## config.mk

```make
export PLATFORM = sky130hd
export DESIGN_NAME = reaction_timer
export DESIGN_NICKNAME = d
export VERILOG_FILES = /design/src/rtl/reaction_timer.sv
export SDC_FILE = /design/constraint.sdc
export NUM_CORES = 1
export LEC_CHECK = 0
export ABC_AREA = 1
export ABC_CLOCK_PERIOD_IN_PS = 3470
export BUFFER_PORTS_ARGS = -buffer_cell sky130_fd_sc_hd__clkbuf_2
export CORE_ASPECT_RATIO = 1.2
export CORE_MARGIN = 8
export CORE_UTILIZATION = 60
export CTS_BUF_LIST = sky130_fd_sc_hd__clkbuf_4 sky130_fd_sc_hd__clkbuf_8
export CTS_CLUSTER_DIAMETER = 200
export DETAILED_ROUTE_END_ITERATION = 7
export PLACE_DENSITY = 0.82
export SLEW_MARGIN = 5
export SYNTH_ARGS = -nofsm -noshare
export SYNTH_HDL_FRONTEND = slang
export SYNTH_SLANG_ARGS = --single-unit
```

## constraint.sdc

```tcl
create_clock -name clk -period 3.47 [get_ports clk]
set_clock_uncertainty 0.2 [all_clocks]
set_input_delay 0.1735 -clock clk [delete_from_list [all_inputs] [get_ports clk]]
set_output_delay 0.1735 -clock clk [all_outputs]
set_load 0.01 [all_outputs]
```

## src/rtl/reaction_timer.sv

```systemverilog
// -----------------------------------------------------------------------------
// reaction_timer
//
// Measures a player's reaction time in milliseconds. The sequencing logic
// pulses start when a trial's light sequence begins and time_out when the
// lights go off. The player's button (react_trigger) is asynchronous, so it
// passes through a synchroniser and rising-edge detector. A press after
// lights-off completes the trial. A press before lights-off is a false start.
//
// Ports
//   clk            in   50 MHz board clock
//   reset          in   asynchronous, active-high reset
//   tick_ms        in   one-clk pulse once per millisecond
//   start          in   one-clk pulse: a new trial begins (goes to ARMED)
//   time_out       in   one-clk pulse: lights off, timing starts
//   react_trigger  in   player button, active high, asynchronous to clk
//   reaction_time  out  last measured reaction in ms (binary, 14 bits)
//   best_time      out  smallest non-saturated reaction since reset
//   valid          out  one-clk pulse when reaction_time is updated
//   false_start    out  level, high while in FALSE
//   overflow       out  level, high in DONE when the count saturated
//   busy           out  level, high in ARMED or TIMING
//   dbg_state      out  current FSM state, for observation only
//
// Handshake: there is no backpressure. Each control input (start, time_out,
// tick_ms) is a single-cycle event that is taken on the clock edge where it
// is high. valid is a single-cycle event. It is high for exactly one cycle,
// and reaction_time already holds the new value during that cycle.
//
// All outputs come straight from flip-flops.
// -----------------------------------------------------------------------------
module reaction_timer #(
    parameter int MAX_MS      = 9999,
    parameter int SYNC_STAGES = 2
) (
    input  logic        clk,
    input  logic        reset,
    input  logic        tick_ms,
    input  logic        start,
    input  logic        time_out,
    input  logic        react_trigger,
    output logic [13:0] reaction_time,
    output logic [13:0] best_time,
    output logic        valid,
    output logic        false_start,
    output logic        overflow,
    output logic        busy,
    output logic [2:0]  dbg_state
);

    // Reject parameter values the datapath cannot support.
    if (MAX_MS < 0 || MAX_MS > 16383) begin : g_bad_max_ms
        $error("reaction_timer: MAX_MS must fit in 14 bits");
    end
    if (SYNC_STAGES < 2) begin : g_bad_sync
        $error("reaction_timer: SYNC_STAGES must be at least 2");
    end

    localparam logic [13:0] MaxCount = 14'(MAX_MS);

    typedef enum logic [2:0] {
        S_IDLE   = 3'd0,
        S_ARMED  = 3'd1,
        S_TIMING = 3'd2,
        S_DONE   = 3'd3,
        S_FALSE  = 3'd4
    } state_t;

    // -------------------------------------------------------------------------
    // Button synchroniser and press detection
    // -------------------------------------------------------------------------
    logic [SYNC_STAGES-1:0] sync_q;
    logic [SYNC_STAGES-1:0] fill_q;
    logic                   prev_q;
    logic                   seen_low_q;
    logic                   btn_lvl;
    logic                   press_evt;

    assign btn_lvl = sync_q[SYNC_STAGES-1];

    // fill_q tracks how far real input samples have moved into the chain
    // since reset. Until the chain is full, btn_lvl still shows reset zeros.
    // seen_low_q is set only after the button has truly been released.
    // Because of this, a button that is held while reset is released does
    // not look like a fresh press. It must be released and pressed again.
    always_ff @(posedge clk or posedge reset) begin
        if (reset) begin
            sync_q     <= '0;
            fill_q     <= '0;
            prev_q     <= 1'b0;
            seen_low_q <= 1'b0;
        end else begin
            sync_q <= {sync_q[SYNC_STAGES-2:0], react_trigger};
            fill_q <= {fill_q[SYNC_STAGES-2:0], 1'b1};
            prev_q <= btn_lvl;
            if (fill_q[SYNC_STAGES-1] && !btn_lvl) begin
                seen_low_q <= 1'b1;
            end
        end
    end

    assign press_evt = btn_lvl & ~prev_q & seen_low_q;

    // -------------------------------------------------------------------------
    // Trial FSM with registered outputs
    // -------------------------------------------------------------------------
    state_t      state_q;
    logic [13:0] count_q;
    logic [13:0] reaction_q;
    logic [13:0] best_q;
    logic        valid_q;
    logic        false_q;
    logic        ovf_q;
    logic        busy_q;

    always_ff @(posedge clk or posedge reset) begin
        if (reset) begin
            state_q    <= S_IDLE;
            count_q    <= '0;
            reaction_q <= '0;
            best_q     <= MaxCount;
            valid_q    <= 1'b0;
            false_q    <= 1'b0;
            ovf_q      <= 1'b0;
            busy_q     <= 1'b0;
        end else begin
            valid_q <= 1'b0;
            // start overrides everything else and restarts from any state.
            // The previous results stay visible.
            if (start) begin
                state_q <= S_ARMED;
                count_q <= '0;
                ovf_q   <= 1'b0;
                false_q <= 1'b0;
                busy_q  <= 1'b1;
            end else begin
                case (state_q)
                    S_ARMED: begin
                        // A press wins over a time_out in the same cycle.
                        if (press_evt) begin
                            state_q <= S_FALSE;
                            false_q <= 1'b1;
                            busy_q  <= 1'b0;
                        end else if (time_out) begin
                            state_q <= S_TIMING;
                            count_q <= '0;
                        end
                    end
                    S_TIMING: begin
                        // A press wins over a tick in the same cycle. The
                        // count that was reached before the tick is kept.
                        if (press_evt) begin
                            state_q    <= S_DONE;
                            reaction_q <= count_q;
                            valid_q    <= 1'b1;
                            busy_q     <= 1'b0;
                            if (count_q < best_q) begin
                                best_q <= count_q;
                            end
                        end else if (tick_ms) begin
                            if (count_q == MaxCount) begin
                                // Saturated: report the limit. best_time is
                                // not updated from a saturated result.
                                state_q    <= S_DONE;
                                reaction_q <= MaxCount;
                                ovf_q      <= 1'b1;
                                valid_q    <= 1'b1;
                                busy_q     <= 1'b0;
                            end else begin
                                count_q <= count_q + 14'd1;
                            end
                        end
                    end
                    // IDLE, DONE and FALSE wait for start and ignore all
                    // other inputs.
                    default: begin
                    end
                endcase
            end
        end
    end

    assign reaction_time = reaction_q;
    assign best_time     = best_q;
    assign valid         = valid_q;
    assign false_start   = false_q;
    assign overflow      = ovf_q;
    assign busy          = busy_q;
    assign dbg_state     = state_q;

endmodule

```

==> results of run 1 <==
==> registers in the layout, indices dropped and copies added, names as in the netlist <==
signal and cells:
best_time 14, busy 1, count_q 14, dbg_state 3
false_start 1, fill_q 2, overflow 1, prev_q 1
reaction_time 14, seen_low_q 1, sync_q 2, valid 1
==> cells in the mapped netlist <==
master,number
buf_6,3
nor3_1,5
buf_2,2
buf_4,1
nand3_1,33
dfstp_2,8
buf_8,1
o21ai_0,4
nor4_1,1
clkinv_2,1
nand2_4,4
nand3b_4,1
inv_1,48
clkbuf_1,4
nand4_1,14
inv_2,1
nor2_4,3
nor3_4,2
nor2_1,27
dfrtp_1,47
xor2_1,1
nand3_2,10
o21ai_4,1
conb_1,1
ha_1,14
or2_2,2
nor2_2,2
and2_1,1
o31ai_1,1
a22oi_1,1
nand2_1,168
a21oi_1,7
nand2_2,3
clkinv_1,1
==> cell families after synthesis <==
logic type | count (synthesis) | synth area share
adder cells (fa/ha/maj) | 14 | 0.0542
buffers and inverters | 62 | 0.0848
AND/OR/NAND/NOR | 276 | 0.401
XOR/XNOR | 1 | 0.00271
AO/OA/AOI/OAI | 14 | 0.0267
other | 1 | 0.00116
flip-flops | 55 | 0.429
==> critical path, stage by stage, from the launching register on <==
cell and delay (ps):
dfstp_2 550, inv_1 40, ha_1 300, nand2_1 90
inv_1 40, nand2_1 60, nand2_1 100, a21oi_1 140
nand4_1 500, nand2_1 210, nand2_1 70
==> worst max-delay path by stage <==
| stage | from | end | slack [ps] | depth (start not counted) |
|---|---|---|---|---|
| 6_report | best_time[13]$_DFFE_PP1P_ | best_time[7]$_DFFE_PP0P_ | 1050 | 10 |
| 5_1_grt | best_time[13]$_DFFE_PP1P_ | best_time[7]$_DFFE_PP0P_ | 830 | 10 |
| 4_1_cts | best_time[13]$_DFFE_PP1P_ | best_time[7]$_DFFE_PP0P_ | 1020 | 10 |
| 3_5_place_dp | best_time[13]$_DFFE_PP1P_ | best_time[7]$_DFFE_PP0P_ | 1040 | 10 |
| 3_3_place_gp | best_time[13]$_DFFE_PP1P_ | best_time[12]$_DFFE_PP0P_ | 1190 | 10 |
| 2_1_floorplan | best_time[13]$_DFFE_PP1P_ | best_time[4]$_DFFE_PP0P_ | 1400 | 11 |
==> per-stage QoR <==
step	utilization	setup slack (ps)	power (mW)
2_1_floorplan	-	1400	1.04
3_3_place_gp	0.653	1190	1.13
4_1_cts	0.678	1020	1.57
3_5_place_dp	0.653	1040	1.15
6_report	0.678	1050	1.56
5_1_grt	0.678	830	1.65
==> cell type report <==
type,instances,area share
clock inverter,3,0.0123
tap,62,0.0217
timing repair buffer,43,0.0638
multi-input combinational,306,0.440
inverter,51,0.0540
clock buffer,5,0.0193
sequential,55,0.388
==> power groups by stage <==
stage               combinational (mW)  clock [mW]  sequential, mW
floorplan                        0.239           0           0.798
global placement                 0.369           0           0.766
detailed placement               0.376           0           0.773
CTS                              0.379       0.435           0.760
global route                     0.422       0.462           0.770
finish                           0.376       0.427           0.759
==> routing by layer <==
metal  GRT usage  vias to the layer above  wire length [microns]
met3      0.0403                       10                    311
met5           0                        -                      0
met1       0.223                     1322                   3200
met4      0.0777                        0                    110
met2       0.339                       68                   3580
li1            -                     1415                      -
==> metrics.md, run 1 <==
| Metric | Value |
|---|---|
| Vias in the first global route | 2807 |
| CTS tree | built |
| Clock buffer depth | 2 |
| Hold Path Cell Cnt | 3 |
| Pin count of the biggest net entering global routing | 53 |
| IO Count | 41 |
| Post-synth top area share | 0.364 |
| Final cell count without fillers | 525 |
| Core region area | 5260 sq um |
| RR Endpoint | best_time[7]$_DFFE_PP0P_ |
| Clk Latency, worst-skew pair | 310 ps |
| Root Buffer | clkbuf_8 |
| CTS Hold Bufs | 2 |
| Worst hold path type | primary input to flip-flop |
| Tcrit/Tclk final | 0.698 |
| H-tree depth | 2 |
| Critical path capture point type | flip-flop |
| Netlist cell types | 34 |
| Startpoint Class | flip-flop |
| Initial core utilization | 0.614 |
| Port Buffer Count | 40 |
| R2R Path Start | best_time[13]$_DFFE_PP1P_ |
| Measured slew at the worst slew-check pin | 1050 ps |
| Cts bufs inserted | 5 |
| Pins over their slew limit | 0 |
| Synth warnings | 0 |
| Max_cap viols | 0 |
| Area of the multi-input gates | 1570 sq um |
| R2r worst-path depth | 10 |
| Post-synthesis sequential area ratio | 0.429 |
| Syn Inst Count | 423 |
| Vias/cell | 5.36 |
| First-pass DRT Iterations | 4 |
| Die Width | 83.0 microns |
| Clk sinks | 55 |
| Die H | 96.4 microns |
| Total wire length | 7.20 mm |
| Number of diodes | 0 |
| # rows | 29 |
| Via count | 2815 |
| GPL Wtd Cong | 0.887 |
| Worst slew margin | 0.300 |
| Antenna violations before repair | 0 |
| P_sw | 0.511 mW |
| Final setup vio count | 0 |
| Lkg Pwr | 1.95 nW |
| RSZ-0062 raised after global routing | false |
| Sequential Power Share | 0.486 |
| Total GRT Usage | 0.191 |
| Commonest non-fill, non-tap cell in the layout | nand2_1 |
| Clock power share | 0.273 |
| Seq cells post-synth | 55 |
| Power Internal | 1.05 mW |
| Min cycle time layout | 2420 ps |
| Starting DRT DRC Count | 198 |
| Clk slew on worst S/H paths | 100 ps |
| Cts repair resizes | 0 |
| Final Hold Viols | 0 |
| Register Area | 1390 sq um |
| Fmax | 413 MHz |
| Worst Hold Endpoint | overflow$_DFFE_PP0P_ |
| Critical Path RT | 3470 ps |
| Syn avg cell area | 7.64 sq um |
| Power per Cell Area | 438 nW/um^2 |
| First-pass GRT wire length | 12.8 mm |
| Combinational power share | 0.241 |
| Sw Share | 0.327 |
| Top cells by area, synth | dfrtp_1 (36%), nand2_1 (20%), dfstp_2 (6.5%) |
| Setup TNS | 0 ps |
| Die area | 8000 sq um |
| Fillcell total | 434 |
| Outcome | finished clean |
| Mapped Area | 3230 sq um |
| R2R setup slack | 1050 ps |
| DRC violations left | 0 |
| Setup bufs post-CTS | 0 |
| GRT overflow | 0 |
| Area grow syn2layout | 10.4% |
| Fin area | 3570 sq um |
| Post-Place Cells | 515 |
| Nets@finish | 482 |
| Hpwl dp | 5.42 mm |
| Min-delay src | tick_ms |
| Worst hold slack | 35.5 ps |
| Critical path peak fanout | 14 |
| Post-route ant nets | 0 |
| Synthesized net count | 443 |
| Average wire per standard cell | 13.7 microns |
| Layout cells sized above 1 | 0.190 |
| DP Area | 3440 sq um |
| VDD IR-drop max | 0.233 mV |
| Biggest area consumer among synthesized cells | dfrtp_1 |
| Critical path class | flip-flop to flip-flop |
| Commonest non-fill, non-tap cells in the layout | nand2_1 (168), inv_1 (47), dfrtp_1 (47) |
| Crit path arrival time | 2420 ps |
Power figures use the tool's default switching activity.
==> run 2: changes to the inputs <==
--- a/config.mk
+++ b/config.mk
@@ -6,15 +6,15 @@
 export NUM_CORES = 1
 export LEC_CHECK = 0
 export ABC_AREA = 1
-export ABC_CLOCK_PERIOD_IN_PS = 3470
+export ABC_CLOCK_PERIOD_IN_PS = 2120
 export BUFFER_PORTS_ARGS = -buffer_cell sky130_fd_sc_hd__clkbuf_2
 export CORE_ASPECT_RATIO = 1.2
 export CORE_MARGIN = 8
-export CORE_UTILIZATION = 60
+export CORE_UTILIZATION = 54
 export CTS_BUF_LIST = sky130_fd_sc_hd__clkbuf_4 sky130_fd_sc_hd__clkbuf_8
 export CTS_CLUSTER_DIAMETER = 200
 export DETAILED_ROUTE_END_ITERATION = 7
-export PLACE_DENSITY = 0.82
+export PLACE_DENSITY = 0.78
 export SLEW_MARGIN = 5
 export SYNTH_ARGS = -nofsm -noshare
 export SYNTH_HDL_FRONTEND = slang
==> constraint.sdc (replaced) <==
create_clock -name clk -period 2.12 [get_ports clk]
set_clock_uncertainty 0.2 [all_clocks]
set_input_delay 0.106 -clock clk [delete_from_list [all_inputs] [get_ports clk]]
set_output_delay 0.106 -clock clk [all_outputs]
set_load 0.01 [all_outputs]
==> run 2 against run 1 <==
Against the previous run:
- register-to-register slack got worse by 950 ps
- critical path type unchanged
- flip-flop and latch count did not move
- total power rose by 62%
- die area rose by 9.1%
- via count rose by 4.7%
- routed wire length rose by 8.8%
- first-iteration DRC count fell by 21%
- combinational power rose by 79%
- fmax rose by 20%
==> metrics.md, run 2 (synthesized netlist as in run 1, its figures left out) <==
| Metric | Value |
|---|---|
| Fin area | 3960 sq um (+11%) |
| Outcome | finished clean |
| Die H | 101 microns (+4.5%) |
| Commonest non-fill, non-tap cells in the layout | nand2_1 (154), dfrtp_1 (45), inv_1 (43) |
| Starting DRT DRC Count | 157 (-21%) |
| Total wire length | 7.84 mm (+8.8%) |
| Clk Latency, worst-skew pair | 310 ps (about the same) |
| GRT overflow | 0 (unchanged) |
| Average wire per standard cell | 13.7 microns (-0.12%) |
| Final setup vio count | 0 (unchanged) |
| Pin count of the biggest net entering global routing | 30 (-43%) |
| Max_cap viols | 0 (unchanged) |
| Power per Cell Area | 641 nW/um^2 (+46%) |
| Measured slew at the worst slew-check pin | 579 ps (-468 ps) |
| Lkg Pwr | 2.10 nW (+7.7%) |
| DP Area | 3630 sq um (+5.8%) |
| Root Buffer | clkbuf_8 |
| Port Buffer Count | 40 (unchanged) |
| Worst slew margin | 0.613 (+0.313) |
| Critical path peak fanout | 7 (-7) |
| Layout cells sized above 1 | 0.294 (+0.104) |
| Fillcell total | 505 (+16%) |
| CTS tree | built |
| Nets@finish | 509 (+5.6%) |
| # rows | 31 (+6.9%) |
| Critical path capture point type | flip-flop |
| Clk slew on worst S/H paths | 100 ps (about the same) |
| First-pass DRT Iterations | 4 (unchanged) |
| First-pass GRT wire length | 12.8 mm (+0.16%) |
| Commonest non-fill, non-tap cell in the layout | nand2_1 |
| Number of diodes | 0 (unchanged) |
| Pins over their slew limit | 0 (unchanged) |
| Critical path class | flip-flop to flip-flop |
| Via count | 2947 (+4.7%) |
| Vias/cell | 5.15 (-3.9%) |
| Crit path arrival time | 2020 ps (-400 ps) |
| VDD IR-drop max | 0.290 mV (+25%) |
| Hpwl dp | 5.78 mm (+6.7%) |
| Worst hold path type | primary input to flip-flop |
| Clock buffer depth | 2 (unchanged) |
| Tcrit/Tclk final | 0.954 (+0.256) |
| Area grow syn2layout | 22.4% |
| Final Hold Viols | 0 (unchanged) |
| Critical Path RT | 2120 ps (-1350 ps) |
| Vias in the first global route | 2907 (+3.6%) |
| DRC violations left | 0 (unchanged) |
| Die Width | 86.6 microns (+4.4%) |
| H-tree depth | 2 (unchanged) |
| Min cycle time layout | 2020 ps (-399 ps) |
| Antenna violations before repair | 0 (unchanged) |
| Total GRT Usage | 0.181 (-0.0103) |
| Worst hold slack | 92.7 ps (+57.2 ps) |
| Startpoint Class | flip-flop |
| IO Count | 41 (unchanged) |
| Initial core utilization | 0.548 (-0.0661) |
| Post-route ant nets | 0 (unchanged) |
| Fmax | 494 MHz (+20%) |
| Die area | 8730 sq um (+9.1%) |
| GPL Wtd Cong | 0.944 (+6.5%) |
| Clk sinks | 55 (unchanged) |
| Post-Place Cells | 553 (+7.4%) |
| Final cell count without fillers | 572 (+9.0%) |
| Core region area | 5900 sq um (+12%) |
| RSZ-0062 raised after global routing | true |
| Cts bufs inserted | 5 (unchanged) |
run 2: changes by cell type in the layout (fill, tap and decap cells not counted), sizes merged:
cell / delta
clkinv: -1
bufinv: -1
clkbuf: +2
dlygate4sd3: +1
buf: +26
run 2: final timing paths:
kind	from	cells past startpoint	end	slack [ps]
hold reg to reg	sync_q[0]$_DFF_PP0_	0	sync_q[1]$_DFF_PP0_	160
setup / recovery	best_time[3]$_DFFE_PP1P_	11	best_time[12]$_DFFE_PP0P_	100
hold / removal	start	4	count_q[13]$_DFFE_PP0P_	90
setup reg to reg	best_time[3]$_DFFE_PP1P_	11	best_time[12]$_DFFE_PP0P_	100
max in group asynchronous	reset	4	best_time[10]$_DFFE_PP1P_	890
min in group asynchronous	reset	3	seen_low_q$_DFFE_PP0P_	180
run 2: per-layer routing:
| layer | vias up | track usage | wire length, microns |
|---|---|---|---|
| met4 | 0 | 0.0837 | 229 |
| met1 | 1382 | 0.210 | 3300 |
| met3 | 19 | 0.0318 | 404 |
| li1 | 1466 | - | - |
| met5 | - | 0 | 0 |
| met2 | 80 | 0.314 | 3900 |
run 2: final cells by class:
type	instances	area, sq um	share of cell area
Clock buffer	7	90.1	0.0228
Inverter	51	193	0.0487
Multi-Input combinational cell	306	1690	0.428
Timing Repair Buffer	70	478	0.121
Tap cell	82	103	0.0259
Sequential cell	55	1390	0.351
Clock inverter	1	8.76	0.00221
run 2: critical path, cell delays in order (launching register included):
cell and delay, ps:
dfstp_2 550, inv_2 40, ha_4 210, nand2_2 70, nand2_2 60, a21oi_2 150
nand2_2 80, nand2_1 70, nand4_1 170, buf_6 210, nand2_2 50, nand2_1 50
run 2: where the power goes:
| part | switching (mW) | internal (mW) |
|---|---|---|
| sequential | 0.0776 | 1.16 |
| combinational | 0.422 | 0.251 |
| clock | 0.338 | 0.281 |
run 2: per-stage QoR:
stage	power, mW	setup TNS [ps]	utilization	worst slack, ps
after floorplan	1.70	0	-	51.2
after global placement	1.91	0	0.616	162
after detailed placement	1.93	0	0.616	106
after CTS	2.55	0	0.638	82.4
after global routing	2.67	-358	0.671	-58.4
final	2.53	0	0.671	97.2
run 2: repair_timing:
item	4_1_cts	5_1_grt
setup endpoints to repair	0	26
hold endpoints to repair	22	0
hold buffers	3	0
buffers inserted	0	7
resized for setup	0	37
==> run 3: changes to the inputs <==
--- a/config.mk
+++ b/config.mk
@@ -8,7 +8,6 @@
 export ABC_AREA = 1
 export ABC_CLOCK_PERIOD_IN_PS = 2120
 export BUFFER_PORTS_ARGS = -buffer_cell sky130_fd_sc_hd__clkbuf_2
-export CORE_ASPECT_RATIO = 1.2
 export CORE_MARGIN = 8
 export CORE_UTILIZATION = 54
 export CTS_BUF_LIST = sky130_fd_sc_hd__clkbuf_4 sky130_fd_sc_hd__clkbuf_8
==> run 3 against run 2 <==
Against the previous run:
- sequential power barely moved
- largest power group unchanged
- largest cell class unchanged
- die area fell by 0.12%
- sequential share of layout area fell by 0.27 points
- count of clock-buffer cells in the layout fell by 1
- highest routed layer unchanged
- total power fell by 0.17%
- final cell count fell by 0.52%
==> metrics.md, run 3 (synthesized netlist as in run 1, its figures left out) <==
| Metric | Value |
|---|---|
| Commonest non-fill, non-tap cells in the layout | nand2_1 (153), dfrtp_1 (47), inv_1 (44) |
| Clk slew on worst S/H paths | 110 ps (about the same) |
| Critical-path cell list | inv_1 -> ha_4 -> nand2_4 -> inv_1 -> nand2_1 -> nand2_1 -> a21oi_2 -> nand4_1 -> clkbuf_16 -> nand2_2 -> nand2_1 |
| Power per Cell Area | 636 nW/um^2 (-0.76%) |
| Die area | 8720 sq um (-0.12%) |
| First-pass DRT Iterations | 4 (unchanged) |
| First-pass GRT wire length | 13.9 mm (+8.7%) |
| Layout cells sized above 1 | 0.296 (+0.00167) |
| Fmax | 478 MHz (-3.4%) |
| Root Buffer | clkbuf_8 |
| CP Depth | 11 (unchanged) |
| Most frequent CP cell | nand2_1 |
| Post-route ant nets | 0 (unchanged) |
| Clk sinks | 55 (unchanged) |
| Vias in the first global route | 2877 (-1.0%) |
| Crit path arrival time | 2120 ps (+100 ps) |
| Vias/cell | 5.28 (+2.5%) |
| R2R setup slack | 30 ps (-70 ps) |
| Final Hold Viols | 0 (unchanged) |
| Lkg Pwr | 2.13 nW (+1.8%) |
| Family with the most delay on the worst path | flip-flops |
| Total wire length | 8.57 mm (+9.4%) |
| GPL Wtd Cong | 0.949 (+0.50%) |
| Outcome | finished clean |
| Measured slew at the worst slew-check pin | 542 ps (-37.6 ps) |
| Die Width | 93.4 microns (+7.8%) |
| # rows | 28 (-9.7%) |
| Critical Path Max Stage Delay | 550 ps (about the same) |
| Final setup vio count | 0 (unchanged) |
| Min cycle time layout | 2090 ps (+70.4 ps) |
| Nets@finish | 513 (+0.79%) |
| Worst hold path type | primary input to flip-flop |
| R2R Path Start | best_time[13]$_DFFE_PP1P_ |
| VDD IR-drop max | 0.402 mV (+38%) |
| Tcrit/Tclk final | 0.987 (+0.0332) |
| Number of diodes | 0 (unchanged) |
| Setup TNS | 0 ps (unchanged) |
| Crit path buffers/inverters | 3 (+1) |
| Fillcell total | 500 (-0.99%) |
| RR Endpoint | best_time[6]$_DFFE_PP0P_ |
| Clk Latency, worst-skew pair | 320 ps (about the same) |
| Pins over their slew limit | 0 (unchanged) |
| Die H | 93.4 microns (-7.3%) |
| CTS tree | built |
| Pin count of the biggest net entering global routing | 34 (+13%) |
| Starting DRT DRC Count | 237 (+51%) |
| Critical Path RT | 2140 ps (+20 ps) |
| Max_cap viols | 0 (unchanged) |
| CP startpoint | best_time[13]$_DFFE_PP1P_ |
| Antenna violations before repair | 0 (unchanged) |
| Port Buffer Count | 40 (unchanged) |
| R2r worst-path depth | 11 (unchanged) |
| Cts bufs inserted | 5 (unchanged) |
| Clock buffer depth | 2 (unchanged) |
| IO Count | 41 (unchanged) |
| Startpoint Class | flip-flop |
| Critical path's slowest cell | dfstp_2 |
| Core region area | 5850 sq um (-0.76%) |
| Worst hold slack | 65.5 ps (-27.2 ps) |
| Critical path capture point type | flip-flop |
| Critical path peak fanout | 7 (unchanged) |
| Average wire per standard cell | 15.1 microns (+9.9%) |
| H-tree depth | 2 (unchanged) |
| Critical path class | flip-flop to flip-flop |
| End of the critical path | best_time[6]$_DFFE_PP0P_ |
| GRT overflow | 0 (unchanged) |
| Commonest non-fill, non-tap cell in the layout | nand2_1 |
| Area grow syn2layout | 23.1% |
| Initial core utilization | 0.552 (+0.00422) |
| Via count | 3006 (+2.0%) |
| Worst slew margin | 0.638 (+0.0251) |
| DRC violations left | 0 (unchanged) |
| RSZ-0062 raised after global routing | true |
| Total GRT Usage | 0.198 (+0.0175) |
| Hpwl dp | 6.32 mm (+9.4%) |
==> run 3: area by class of cell <==
| type | count | area [sq um] | area share |
|---|---|---|---|
| Clock buffer | 6 | 76.3 | 0.0192 |
| Clock inverter | 2 | 17.5 | 0.00440 |
| Inverter | 51 | 193 | 0.0484 |
| Multi-Input combinational cell | 306 | 1690 | 0.426 |
| Sequential cell | 55 | 1390 | 0.348 |
| Tap cell | 75 | 93.8 | 0.0236 |
| Timing Repair Buffer | 74 | 518 | 0.130 |
==> run 3: stage by stage <==
stage,instance area (sq um),power [mW],utilization,setup WS (ps),cells
floorplan,3230,1.70,-,51.2,423
global placement,3650,1.91,0.623,146,549
detailed placement,3650,1.94,0.623,90.6,549
CTS,3770,2.55,0.645,61.8,560
global route,3980,2.68,0.680,-54.9,569
finish,3980,2.53,0.680,26.7,569
==> run 3: how the worst min path moves through the flow <==
stage / start / end / slack (ps) / cells after the start
global placement: reset / best_time[4]$_DFFE_PP0P_ / -40 / 2
CTS: time_out / count_q[1]$_DFFE_PP0P_ / 60 / 7
floorplan: react_trigger / sync_q[0]$_DFF_PP0_ / -60 / 0
global route: start / count_q[10]$_DFFE_PP0P_ / 120 / 4
detailed placement: reset / best_time[6]$_DFFE_PP0P_ / -30 / 2
finish: time_out / count_q[1]$_DFFE_PP0P_ / 70 / 7
==> run 3: per-layer routing <==
| metal | track usage | vias up | share of wire | routed length (microns) |
|---|---|---|---|---|
| met5 | 0 | - | 0 | 0 |
| met4 | 0.0523 | 0 | 0.016 | 138 |
| met3 | 0.0441 | 13 | 0.076 | 654 |
| met2 | 0.322 | 105 | 0.48 | 4090 |
| met1 | 0.260 | 1415 | 0.43 | 3690 |
| li1 | - | 1473 | - | - |
==> run 3: repair_timing <==
| item | 4_1_cts | 5_1_grt |
|---|---|---|
| hold endpoints to repair | 24 | 0 |
| resized for setup | 0 | 31 |
| endpoints found under the setup margin | 0 | 14 |
| hold buffers | 3 | 0 |
| setup buffers | 0 | 8 |
==> run 3: worst register-to-register path, cell delays in order (launching register included) <==
cell	delay, ps
dfstp_2	550
inv_1	70
ha_4	250
nand2_4	80
inv_1	50
nand2_1	50
nand2_1	70
a21oi_2	120
nand4_1	220
clkbuf_16	250
nand2_2	50
nand2_1	40
==> run 3: power breakdown <==
part           total (mW)  switching, mW  internal [mW]
clock               0.616          0.364          0.251
combinational       0.675          0.428          0.247
sequential           1.24         0.0756           1.16
